==> src/rtl/bnn_cfg_sequencer.sv <==
// Sequencer for a small binary neural net: loads per-neuron weight/threshold
// from a nibble stream into the datapath store, then runs one-shot inferences.
module bnn_cfg_sequencer #(
   parameter int NUM_NEURONS = 8,
   parameter int EVAL_CYCLES = 1
) (
   input  logic       clk,
   input  logic       reset,
   input  logic       cfg_start,
   input  logic       cfg_abort,
   input  logic       nib_valid,
   input  logic [3:0] nib_data,
   output logic       nib_ready,
   output logic       cfg_we,
   output logic [2:0] cfg_addr,
   output logic [7:0] cfg_weight,
   output logic [3:0] cfg_thresh,
   output logic       cfg_done,
   output logic       cfg_err,
   input  logic       in_valid,
   input  logic [7:0] in_data,
   output logic       in_ready,
   output logic [7:0] dp_data,
   input  logic [3:0] dp_result,
   output logic       res_valid,
   output logic [3:0] res_data,
   input  logic       res_ready,
   output logic       busy
);

   localparam logic [2:0] LAST_IDX  = 3'(NUM_NEURONS - 1);
   localparam logic [3:0] EVAL_INIT = 4'(EVAL_CYCLES);

   typedef enum logic [2:0] {
      IDLE, LD_WLO, LD_WHI, LD_TH, COMMIT, EVAL, RESULT
   } state_t;

   state_t     state, state_n;
   logic [2:0] index;
   logic [3:0] cnt;
   logic [3:0] w_lo, w_hi;

   always_ff @(posedge clk or posedge reset) begin
      if (reset) state <= IDLE;
      else       state <= state_n;
   end

   always_comb begin
      state_n   = state;
      nib_ready = 1'b0;
      in_ready  = 1'b0;
      cfg_we    = 1'b0;
      cfg_done  = 1'b0;
      cfg_err   = 1'b0;
      res_valid = 1'b0;
      case (state)
         IDLE: begin
            if (cfg_start) state_n = LD_WLO;
            else begin
               in_ready = ~reset;
               if (in_valid) state_n = EVAL;
            end
         end
         LD_WLO, LD_WHI, LD_TH: begin
            nib_ready = 1'b1;
            if (cfg_abort) begin
               cfg_err = 1'b1;
               state_n = IDLE;
            end else if (nib_valid) begin
               case (state)
                  LD_WLO:  state_n = LD_WHI;
                  LD_WHI:  state_n = LD_TH;
                  default: state_n = COMMIT;
               endcase
            end
         end
         COMMIT: begin
            cfg_we = 1'b1;
            if (index == LAST_IDX) begin
               cfg_done = 1'b1;
               state_n  = IDLE;
            end else state_n = LD_WLO;
         end
         EVAL: if (cnt <= 4'd1) state_n = RESULT;
         RESULT: begin
            res_valid = 1'b1;
            if (res_ready) state_n = IDLE;
         end
         default: state_n = IDLE;
      endcase
   end

   assign busy = (state != IDLE);

   // cfg_* data registers change only when a complete neuron is assembled,
   // so an aborted partial neuron never reaches the outputs.
   always_ff @(posedge clk or posedge reset) begin
      if (reset) begin
         index      <= '0;
         cnt        <= '0;
         w_lo       <= '0;
         w_hi       <= '0;
         cfg_addr   <= '0;
         cfg_weight <= '0;
         cfg_thresh <= '0;
         dp_data    <= '0;
         res_data   <= '0;
      end else begin
         case (state)
            IDLE: begin
               index <= '0;
               if (!cfg_start && in_valid) begin
                  dp_data <= in_data;
                  cnt     <= EVAL_INIT;
               end
            end
            LD_WLO: begin
               if (cfg_abort) index <= '0;
               else if (nib_valid) w_lo <= nib_data;
            end
            LD_WHI: begin
               if (cfg_abort) index <= '0;
               else if (nib_valid) w_hi <= nib_data;
            end
            LD_TH: begin
               if (cfg_abort) index <= '0;
               else if (nib_valid) begin
                  cfg_addr   <= index;
                  cfg_weight <= {w_hi, w_lo};
                  cfg_thresh <= nib_data;
               end
            end
            COMMIT: index <= (index == LAST_IDX) ? 3'd0 : index + 3'd1;
            EVAL: begin
               cnt <= cnt - 4'd1;
               if (cnt <= 4'd1) res_data <= dp_result;
            end
            default: ;
         endcase
      end
   end

endmodule

==> config.mk <==
export PLATFORM = sky130hd
export DESIGN_NAME = bnn_cfg_sequencer
export DESIGN_NICKNAME = d
export VERILOG_FILES = /design/src/rtl/bnn_cfg_sequencer.sv
export SDC_FILE = /design/constraint.sdc
export NUM_CORES = 1
export LEC_CHECK = 0
export ABC_CLOCK_PERIOD_IN_PS = 4600
export BUFFER_PORTS_ARGS = -buffer_cell sky130_fd_sc_hd__buf_2
export CORE_ASPECT_RATIO = 1.1
export CORE_MARGIN = 3
export CORE_UTILIZATION = 43
export CTS_CLUSTER_DIAMETER = 40
export DETAILED_ROUTE_END_ITERATION = 8
export GPL_ROUTABILITY_DRIVEN = 0
export PLACE_DENSITY = 0.68
export SETUP_SLACK_MARGIN = 0.02
export SYNTH_ARGS = -nofsm -noshare
export SYNTH_HDL_FRONTEND = slang
export SYNTH_SLANG_ARGS = --single-unit
==> constraint.sdc <==
create_clock -name clk -period 4.6 [get_ports clk]
set_input_delay 0 -clock clk [delete_from_list [all_inputs] [get_ports clk]]
set_output_delay 0 -clock clk [all_outputs]
set_load 0.005 [all_outputs]
After elaboration in Yosys (flattened, before gate mapping)
Cells that the tools add are included.

Bitwise logic cells: 2. Muxes and demuxes: 23. Shift operators: 0. Reduce and logical (&&, ||, !) cells: 15. $mul: 0. $lt $le $gt $ge: 1. $add $sub $neg: 2. Equality and inequality tests: 13. Div/mod/pow operators: 0.

Operators by type and width (number): $mux W3 (8); $pmux W3 S5 (1); $eq A3 B3 Y1 const B (4); $mux W1 (10); $pmux W3 S3 (1); $reduce_and A3 Y1 (3); $pmux W4 S2 (1); $reduce_and A2 Y1 (4); $eq A3 B2 Y1 const B (2); $ne A2 B2 Y1 const B (3); $pmux W3 S2 (1); $reduce_bool A3 Y1 (2); $le A4 B1 Y1 const B (1); $mux W4 (1); $reduce_and A4 Y1 (1); $sub A4 B1 Y4 const B (1); $add A3 B1 Y3 const B (1); $eq A3 B1 Y1 const B (1); $logic_not A3 Y1 (1); $ne A3 B1 Y1 const B (1); $ne A3 B3 Y1 const B (1); $reduce_or A3 Y1 (1); $ne A2 B1 Y1 const B (1); $not A1 Y1 (2); other kinds (3) (3).

Memory bits (writable): 0. Register bits after elaboration: 45. Latch bits: 0. Memory bits (read-only): 0. Word-level logic and storage cells: 66. Input bits: 23. Memories: 0.

Longest topological paths before layout
Gate-level depths: netlist (run 1).

Word-level depth: 5. Depth in mapped cells: 6. Depth with buffers taken out: 6.

Worst setup path before layout (run 1)
OpenSTA, ideal clock, no wires.

Path type: register to register. Start: register cnt[0]. End: register state[1]. Arrival: 1.446 ns. Stages on the path, launching flop included: 7. Slack: 3.033 ns. Data required time: 4.479 ns. Clock period less this slack: 1.567 ns. Library setup time: 0.121 ns. Cell sequence: dfrtp_1 > inv_1 > ha_1 > nor2_1 > o31a_1 > or3_1 > o22a_1.

Cells in the longest elaborated chain, start to end: 3.

RTL lines: start: declaration (line 40) `logic [3:0] cnt;`; start signal: assignment (line 135) `cnt <= cnt - 4'd1;`; $le A4 B1 Y1 (line 84) `EVAL: if (cnt <= 4'd1) state_n = RESULT;`; $ne A2 B2 Y1 (no source line); $reduce_and A4 Y1 (no source line); end signal: assignment (line 45) `else state <= state_n;`; end: declaration (line 38) `state_t state, state_n;`.

No other way between the ends. A chain may end at the register's enable or synchronous reset.

Worst setup path in the final report (run 1)
Start: register state[2]. End: register cfg_thresh[3].

Cells in the longest elaborated chain, start to end: 2.

RTL lines: $eq A3 B2 Y1 (line 109) `case (state)`; $reduce_and A3 Y1 (no source line); end signal: assignment (line 130) `cfg_thresh <= nib_data;`; end: declaration (line 17) `output logic [3:0] cfg_thresh,`.

No other way between the ends.

==> run summary, run 1 <==
syn_nets = 195
Initial Utilization = 0.4569
# IOs = 57
sequential power share = 0.482
Setup Crit Path Kind = register to register
Avg Vias per Cell = 4.977
DIE AREA = 5508 sq um
worst skew pair latency = 0.30 ns
Tot Pwr = 1.429 mW
Slew HR = 0.3821
die span in x = 71.04 microns
PortBufs = 56
status = finished, final reports clean
Post-synth EDFFs = 0
Post-Synthesis Cells = 168
largest net degree at the start of global routing = 46
root buf cell = clkbuf_8
Iter 0 DRT Violations = 51
Net Sw Frac = 0.3403
DIE HEIGHT = 77.54 microns
Pint = 942.5 uW
# Max-Cap Violations = 0
Comb power frac = 0.349
WL final = 4019 microns
Fillers = 368
clock network fraction of design power = 0.169
Row Count = 25
arrival time at the worst endpoint = 2.18 ns
max-slew violation count = 0
Primary FF master, synth = dfrtp_1
initial antenna violation count = 0
post-synthesis sequential area ratio = 0.5629
CTS tree = built
Clock Path Buffers = 2
quantity of hold-fixing buffers added after cts = 19
setup TNS = 0 ns
Fin. Hold Viols = 0
Syn Std Cell Area = 2001 sq um
Worst Skew = 0.007531 ns
Avg Cell Area, Syn = 11.91 sq um
worst-path cell chain = nor2_1 -> and4_1 -> mux2_2
dpl hpwl = 2621 microns
grt ovf = 0
TritonCTS buffer count = 5
crit share post-route = 0.4352
Seq cells post-synth = 45
LEAKAGE = 1.303 nW
TritonRoute pass-1 iters = 4
Post-Place Worst Slack = 2.598 ns
Switch Pwr = 486.3 uW
Max H-tree Level = 2
first-pass GRT wire length = 7017 microns
vias in the first global route = 1502
Post-DRT Antenna Nets = 0
RSZ-0062 raised after global routing = no
ys async rst share = 1.000
Core Region = 4379 sq um
Worst Hold Depth = 3
worst stage delay on the critical path = 0.66 ns
length in cells of the worst reg-to-reg path = 3
Global Route Usage Sum = 0.1599
setup ws final = 2.598 ns
clock-pin slew on the worst setup and hold paths = 0.08 ns
Yosys warning total = 0
ANT cells = 0
share of layout cells above drive strength 1 = 0.4000
post-layout min period = 2.002 ns
Hold WC Path Type = primary input to register
# nets final = 271
CP max stage cell = and4_1
CP Data Required Time = 4.78 ns
Yosys cell types = 38
register area = 1126 sq um
multi-input logic area = 824.5 sq um
Wirelength per Cell = 13.44 microns
Post-CTS Setup Inserts = 0
PwrDens = 550.6 nW/um^2
maximum vdd drop = 0.2486 mV
routed via count = 1488
clock tree sinks = 45
Post-route DRC = 0
post-CTS sizing = 0
final setup vio count = 0
Least-Margin Pin Slew = 0.9255 ns
Post-Route Utilization = 0.5926
Critical Path Source Type = register
Max Fclk = 499.5 MHz
crit-path max FO = 15
CP Capture Type = register
area grow syn2layout = 29.71%
state kept, by name (all words and copies together), names as in the netlist:
signal,cells
cfg_weight,8
dp_data,8
cfg_thresh,4
cnt,4
res_data,4
w_hi,4
w_lo,4
cfg_addr,3
index,3
state,3
synth_stat cells, types with 2 or more instances:
| master | count | area [sq um] |
|---|---|---|
| and3b_1 | 2 | 17.52 |
| or3_1 | 2 | 12.51 |
| ha_1 | 4 | 50.05 |
| a22o_1 | 2 | 17.52 |
| nand3_1 | 3 | 15.01 |
| nor2_1 | 8 | 30.03 |
| and3_1 | 2 | 12.51 |
| buf_2 | 4 | 20.02 |
| mux2_2 | 27 | 304.0 |
| nor3_1 | 4 | 20.02 |
| nand2_1 | 29 | 108.9 |
| dfrtp_1 | 45 | 1126 |
| o21ai_0 | 4 | 20.02 |
| a21oi_1 | 5 | 25.02 |
| inv_1 | 4 | 15.01 |
through the flow:
step	std cells	cell area [sq um]	hold WS, ns
after floorplan	168	2001	0.03420
after global placement	272	2313	0.1911
after detailed placement	272	2313	0.1992
after CTS	299	2595	0.02535
after global routing	299	2595	0.05172
final	299	2595	0.03317
layout make-up:
| class | count | area share |
|---|---|---|
| clock inverters | 3 | 0.008679 |
| inverters | 4 | 0.005786 |
| well taps | 54 | 0.02604 |
| multi-input cells | 113 | 0.3177 |
| clock buffers | 5 | 0.02652 |
| flip-flops and latches | 45 | 0.4339 |
| repair buffers | 75 | 0.1813 |
power by group through the flow:
stage	combinational, mW	clock [mW]	sequential, mW
2_1_floorplan	0.330	0	0.664
3_3_place_gp	0.478	0	0.689
3_5_place_dp	0.494	0	0.692
4_1_cts	0.505	0.253	0.687
5_1_grt	0.565	0.268	0.717
6_report	0.498	0.242	0.689
cells in the final DEF (no fill, tap or decap), types with 4 or more instances in the layout:
master         count
buf_2             56
nand2_1           29
mux2_2            27
o21ai_0            4
ha_1               4
nor3_1             4
nor2_1             8
a21oi_1            5
dfrtp_1           45
clkbuf_8           5
dlygate4sd3_1     19
metal layers:
layer / share of wire / vias to the layer above / GRT usage
li1: - / 736 / -
met1: 0.43 / 714 / 0.1941
met2: 0.51 / 36 / 0.2737
met3: 0.054 / 2 / 0.04793
met4: 0.0047 / 0 / 0.04511
met5: 0 / - / 0
logic make-up after synthesis:
group                    count (synthesis)  share of synthesized area
AO/OA/AOI/OAI                           19                    0.07005
AND/OR/NAND/NOR                         61                     0.1557
XOR/XNOR                                 1                   0.004379
adder cells (fa/ha/maj)                  4                    0.02502
flip-flops                              45                     0.5629
buffers and inverters                   10                    0.02501
multiplexers                            28                     0.1570
worst max-delay path: cells and delay by family (launching register included):
kind	cells	cell delay (ns)
DFF	1	0.52
and+or+nand+nor	2	0.95
muxes	1	0.41
final timing paths:
path	endpoint	startpoint	slack, ns
max in group asynchronous	state[2]	reset	3.56
setup reg to reg	cfg_thresh[3]	state[2]	2.60
hold reg to reg	dp_data[4]	dp_data[4]	0.48
min in group asynchronous	w_hi[2]	reset	0.47
hold / removal	state[2]	in_valid	0.03
setup / recovery	cfg_thresh[3]	state[2]	2.60
Note: power is estimated with default switching activity, not from simulation.
==> run 2: changes to the inputs <==
--- a/config.mk
+++ b/config.mk
@@ -5,7 +5,7 @@
 export SDC_FILE = /design/constraint.sdc
 export NUM_CORES = 1
 export LEC_CHECK = 0
-export ABC_CLOCK_PERIOD_IN_PS = 4600
+export ABC_CLOCK_PERIOD_IN_PS = 1700
 export BUFFER_PORTS_ARGS = -buffer_cell sky130_fd_sc_hd__buf_2
 export CORE_ASPECT_RATIO = 1.1
 export CORE_MARGIN = 3
@@ -13,7 +13,7 @@
 export CTS_CLUSTER_DIAMETER = 40
 export DETAILED_ROUTE_END_ITERATION = 8
 export GPL_ROUTABILITY_DRIVEN = 0
-export PLACE_DENSITY = 0.68
+export PLACE_DENSITY = 0.71
 export SETUP_SLACK_MARGIN = 0.02
 export SYNTH_ARGS = -nofsm -noshare
 export SYNTH_HDL_FRONTEND = slang
==> constraint.sdc (replaced) <==
create_clock -name clk -period 1.7 [get_ports clk]
set_input_delay 0 -clock clk [delete_from_list [all_inputs] [get_ports clk]]
set_output_delay 0 -clock clk [all_outputs]
set_load 0.005 [all_outputs]
==> run summary, run 2 (synthesis gave the netlist of run 1 again) <==
status = finished, final reports clean
Critical Path Source Type = register
setup ws final = 0.03402 ns
Setup Crit Path Kind = register to register
commonest non-fill, non-tap cell in the layout = buf_2
vias in the first global route = 1567
RSZ-0062 raised after global routing = yes
PortBufs = 56
largest net degree at the start of global routing = 46
Post-DRT Antenna Nets = 0
Initial Utilization = 0.4569
final instance area = 2738 sq um
Slew HR = 0.7477
crit share post-route = 0.9800
CP Data Required Time = 1.89 ns
Fillers = 365
CP Capture Type = register
WL final = 4132 microns
crit-path max FO = 4
Max Fclk = 600.2 MHz
HP Start = res_ready
# nets final = 278
Max H-tree Level = 2
Core Region = 4379 sq um
Worst Skew = 0.009238 ns
Clock Path Buffers = 2
Iter 0 DRT Violations = 88
clock tree sinks = 45
commonest cells after routing, fill and taps aside = buf_2 (56), dfrtp_1 (45), nand2_1 (29)
TritonRoute pass-1 iters = 4
Post-route DRC = 0
area grow syn2layout = 36.84%
DIE HEIGHT = 77.54 microns
Inst Count DP = 280
setup TNS = 0 ns
DIE AREA = 5508 sq um
final setup vio count = 0
Wirelength per Cell = 13.50 microns
worst skew pair latency = 0.30 ns
max-slew violation count = 0
largest registers = cfg_weight (8), dp_data (8)
first-pass GRT wire length = 7245 microns
Fin. Hold Viols = 0
root buf cell = clkbuf_8
Hold WC Path Type = primary input to register
# Max-Cap Violations = 0
Non-Filler Instances = 306
share of layout cells above drive strength 1 = 0.4484
worst reg2reg endpoint = state[1]
initial antenna violation count = 0
Global Route Usage Sum = 0.1646
post-layout min period = 1.666 ns
R2R Setup Slk = 0.03 ns
worst hold slack = 0.04824 ns
length in cells of the worst reg-to-reg path = 6
routed via count = 1543
CTS tree = built
die span in x = 71.04 microns
arrival time at the worst endpoint = 1.85 ns
Avg Vias per Cell = 5.042
Hold Path Sink = state[2]
clock-pin slew on the worst setup and hold paths = 0.09 ns
# IOs = 57
PwrDens = 1575 nW/um^2
Post-CTS Setup Inserts = 0
Post-Place Worst Slack = 0.04941 ns
grt ovf = 0
maximum vdd drop = 0.7296 mV
ANT cells = 0
FF-to-FF Start = cnt[1]
Row Count = 25
TritonCTS buffer count = 5
Least-Margin Pin Slew = 0.3785 ns
dpl hpwl = 2825 microns
LEAKAGE = 1.379 nW
Post-DP Area = 2399 sq um
Worst Hold Depth = 4
[run 2: cell types whose count changed in the layout (fill, tap and decap cells not counted), moves of 2 or more]
| cell | before | now |
|---|---|---|
| buf_4 | 0 | 6 |
| clkinvlp_4 | 3 | 0 |
| buf_12 | 0 | 2 |
| bufinv_16 | 0 | 2 |
| nor2_1 | 8 | 6 |
| nor2_2 | 1 | 3 |
[run 2: through the flow]
stage / util / total power [mW]
final: 0.6251 / 4.312
after global placement: 0.5477 / 3.258
after detailed placement: 0.5477 / 3.315
after CTS: 0.6203 / 4.331
after global routing: 0.6251 / 4.634
after floorplan: - / 2.691
[run 2: cell type report]
| class | count | area (sq um) | area share |
|---|---|---|---|
| Tap cell | 54 | 67.56 | 0.02468 |
| Clock buffer | 5 | 68.82 | 0.02514 |
| Multi-Input combinational cell | 113 | 845.8 | 0.3090 |
| Timing Repair Buffer | 82 | 545.5 | 0.1993 |
| Inverter | 4 | 15.01 | 0.005484 |
| Sequential cell | 45 | 1126 | 0.4113 |
| Clock inverter | 3 | 68.82 | 0.02514 |
[run 2: power by group]
group / switching (mW) / internal [mW] / total, mW
Clock: 0.365 / 0.591 / 0.957
Combinational: 0.686 / 0.853 / 1.54
Sequential: 0.298 / 1.52 / 1.82
[run 2: worst max-delay path by stage]
stage / start / endpoint / slack, ns / depth (start not counted)
floorplan: cnt[0] / state[1] / 0.13 / 6
global placement: state[1] / res_data[3] / 0.06 / 4
detailed placement: state[1] / res_data[3] / 0.05 / 4
CTS: state[1] / res_data[3] / 0.02 / 4
global route: cnt[0] / state[1] / -0.04 / 6
finish: cnt[1] / state[1] / 0.03 / 6
[run 2: critical path: stages (launching register included)]
cell,delay (ns)
dfrtp_1,0.42
inv_2,0.07
ha_2,0.18
nor2_2,0.05
o31a_1,0.32
or3_4,0.35
o22a_1,0.16
[run 2: timing repair]
item | 4_1_cts | 5_1_grt
hold buffers | 18 | 0
gates resized for setup | 0 | 7
endpoints found under the hold margin | 70 | 0
setup endpoints to repair | 0 | 22
[run 2: metal layers]
layer  routed length [microns]  vias up  GRT usage
li1                          -      745          -
met1                      1814      741     0.2019
met2                      2013       51     0.2801
met3                       250        6    0.04534
met4                        53        0    0.05075
met5                         0        -          0
==> run 3: changes to the inputs <==
--- a/config.mk
+++ b/config.mk
@@ -5,7 +5,7 @@
 export SDC_FILE = /design/constraint.sdc
 export NUM_CORES = 1
 export LEC_CHECK = 0
-export ABC_CLOCK_PERIOD_IN_PS = 1700
+export ABC_CLOCK_PERIOD_IN_PS = 2150
 export BUFFER_PORTS_ARGS = -buffer_cell sky130_fd_sc_hd__buf_2
 export CORE_ASPECT_RATIO = 1.1
 export CORE_MARGIN = 3
@@ -13,7 +13,8 @@
 export CTS_CLUSTER_DIAMETER = 40
 export DETAILED_ROUTE_END_ITERATION = 8
 export GPL_ROUTABILITY_DRIVEN = 0
-export PLACE_DENSITY = 0.71
+export GPL_TIMING_DRIVEN = 0
+export PLACE_DENSITY = 0.68
 export SETUP_SLACK_MARGIN = 0.02
 export SYNTH_ARGS = -nofsm -noshare
 export SYNTH_HDL_FRONTEND = slang
==> constraint.sdc (replaced) <==
create_clock -name clk -period 2.15 [get_ports clk]
set_input_delay 0 -clock clk [delete_from_list [all_inputs] [get_ports clk]]
set_output_delay 0 -clock clk [all_outputs]
set_load 0.005 [all_outputs]
==> run summary, run 3 (synthesis gave the netlist of run 1 again) <==
status = finished, final reports clean
Clock Path Buffers = 2
initial antenna violation count = 0
WL final = 4005 microns
Worst Skew = 0.009028 ns
# Max-Cap Violations = 0
setup TNS = 0 ns
Hold WC Path Type = primary input to register
Most Used Layer, Global Route = met2
Core Region = 4379 sq um
worst skew pair latency = 0.29 ns
Net Sw Frac = 0.3312
Worst Hold Depth = 4
met2 usage = 0.2764
area grow syn2layout = 32.21%
Avg Vias per Cell = 4.984
crit share post-route = 0.8126
Setup Crit Path Kind = register to register
root buf cell = clkbuf_8
TritonRoute pass-1 iters = 5
Post-route DRC = 0
DIE HEIGHT = 77.54 microns
met1 Track Usage GR = 0.1811
CTS tree = built
final setup vio count = 0
CP max stage cell = dfrtp_1
register area = 1126 sq um
Tot Pwr = 3.103 mW
Row Count = 25
crit-path max FO = 10
arrival time at the worst endpoint = 1.92 ns
DIE AREA = 5508 sq um
maximum vdd drop = 0.5137 mV
share of layout cells above drive strength 1 = 0.4143
ANT cells = 0
Slew HR = 0.7260
multi-input logic area = 824.5 sq um
final instance area = 2645 sq um
clock-pin slew on the worst setup and hold paths = 0.08 ns
Post-CTS Setup Inserts = 0
die span in x = 71.04 microns
sequential power share = 0.456
Post-DP Area = 2369 sq um
Least-Margin Pin Slew = 0.4098 ns
RSZ-0062 raised after global routing = no
clock tree sinks = 45
Fin. Hold Viols = 0
quantity of hold-fixing buffers added after cts = 18
Pint = 2.075 mW
# nets final = 277
max-slew violation count = 0
first-pass GRT wire length = 6900 microns
Switch Pwr = 1.028 mW
TritonCTS buffer count = 5
Critical Path Source Type = register
PwrDens = 1173 nW/um^2
post-CTS sizing = 0
length in cells of the worst reg-to-reg path = 5
Post-DRT Antenna Nets = 0
Global Route Usage Sum = 0.1581
Comb power frac = 0.371
routed via count = 1520
largest net degree at the start of global routing = 29
PortBufs = 56
Initial Utilization = 0.4569
grt ovf = 0
largest registers = cfg_weight (8), dp_data (8)
CP Capture Type = register
clock network fraction of design power = 0.173
post-layout min period = 1.747 ns
Iter 0 DRT Violations = 46
commonest cells after routing, fill and taps aside = buf_2 (60), dfrtp_1 (45), nand2_1 (29)
Fillers = 360
commonest non-fill, non-tap cell in the layout = buf_2
LEAKAGE = 1.350 nW
worst stage delay on the critical path = 0.42 ns
# IOs = 57
Max H-tree Level = 2
dpl hpwl = 2781 microns
CP Data Required Time = 2.32 ns
vias in the first global route = 1533
Max Fclk = 572.4 MHz
worst-path cell chain = nor2_1 -> and4_1 -> buf_2 -> buf_6 -> mux2_2
met3 usage = 0.05440
Wirelength per Cell = 13.13 microns
run 3: cell types whose count changed in the layout (fill, tap and decap cells not counted), moves of 2 or more:
cell / delta
buf_4: -6
buf_2: +4
bufinv_16: -2
nor2_1: +2
nor2_2: -2
run 3: per-layer routing:
layer,share of wire,routed length [microns]
met2,0.51,2047
met1,0.42,1701
met4,0.011,46
met3,0.052,209
met5,0,0
run 3: path summary, 6_finish.rpt:
check	end	slack, ns	start
max in group asynchronous	cfg_addr[2]	1.42	reset
worst min-delay path	state[2]	0.006	res_ready
worst max-delay path	cfg_addr[1]	0.40	state[2]
min in group asynchronous	state[0]	0.25	reset
worst min register to register	dp_data[5]	0.48	dp_data[5]
worst max register to register	cfg_addr[1]	0.40	state[2]
run 3: power groups by stage:
stage / sequential, mW / clock (mW) / combinational, mW
after floorplan: 1.42 / 0 / 0.707
after global placement: 1.42 / 0 / 1.11
after detailed placement: 1.43 / 0 / 1.15
after CTS: 1.42 / 0.557 / 1.17
after global routing: 1.47 / 0.596 / 1.29
final: 1.41 / 0.536 / 1.15
run 3: stage by stage:
| stage | hold slack, ns | utilization | instances | setup slack (ns) |
|---|---|---|---|---|
| after global routing | 0.03466 | 0.6040 | 305 | 0.2873 |
| after floorplan | 0.03420 | - | 168 | 0.5829 |
| final | 0.006220 | 0.6040 | 305 | 0.4030 |
| after global placement | 0.1910 | 0.5363 | 278 | 0.4402 |
| after detailed placement | 0.02855 | 0.5409 | 279 | 0.4112 |
| after CTS | 0.001960 | 0.6040 | 305 | 0.3868 |
run 3: worst max-delay path: cells and delay by family (launching register included):
kind | cells | cell delay [ns]
and+or+nand+nor | 2 | 0.47
DFF | 1 | 0.42
buffers and inverters | 2 | 0.38
muxes | 1 | 0.34
run 3: final cells by class:
| type | instances | share of cell area |
|---|---|---|
| Multi-Input combinational cell | 113 | 0.3117 |
| Inverter | 4 | 0.005676 |
| Tap cell | 54 | 0.02554 |
| Sequential cell | 45 | 0.4257 |
| Clock inverter | 2 | 0.005203 |
| Clock buffer | 6 | 0.03122 |
| Timing Repair Buffer | 75 | 0.1816 |
| Buffer | 6 | 0.01325 |
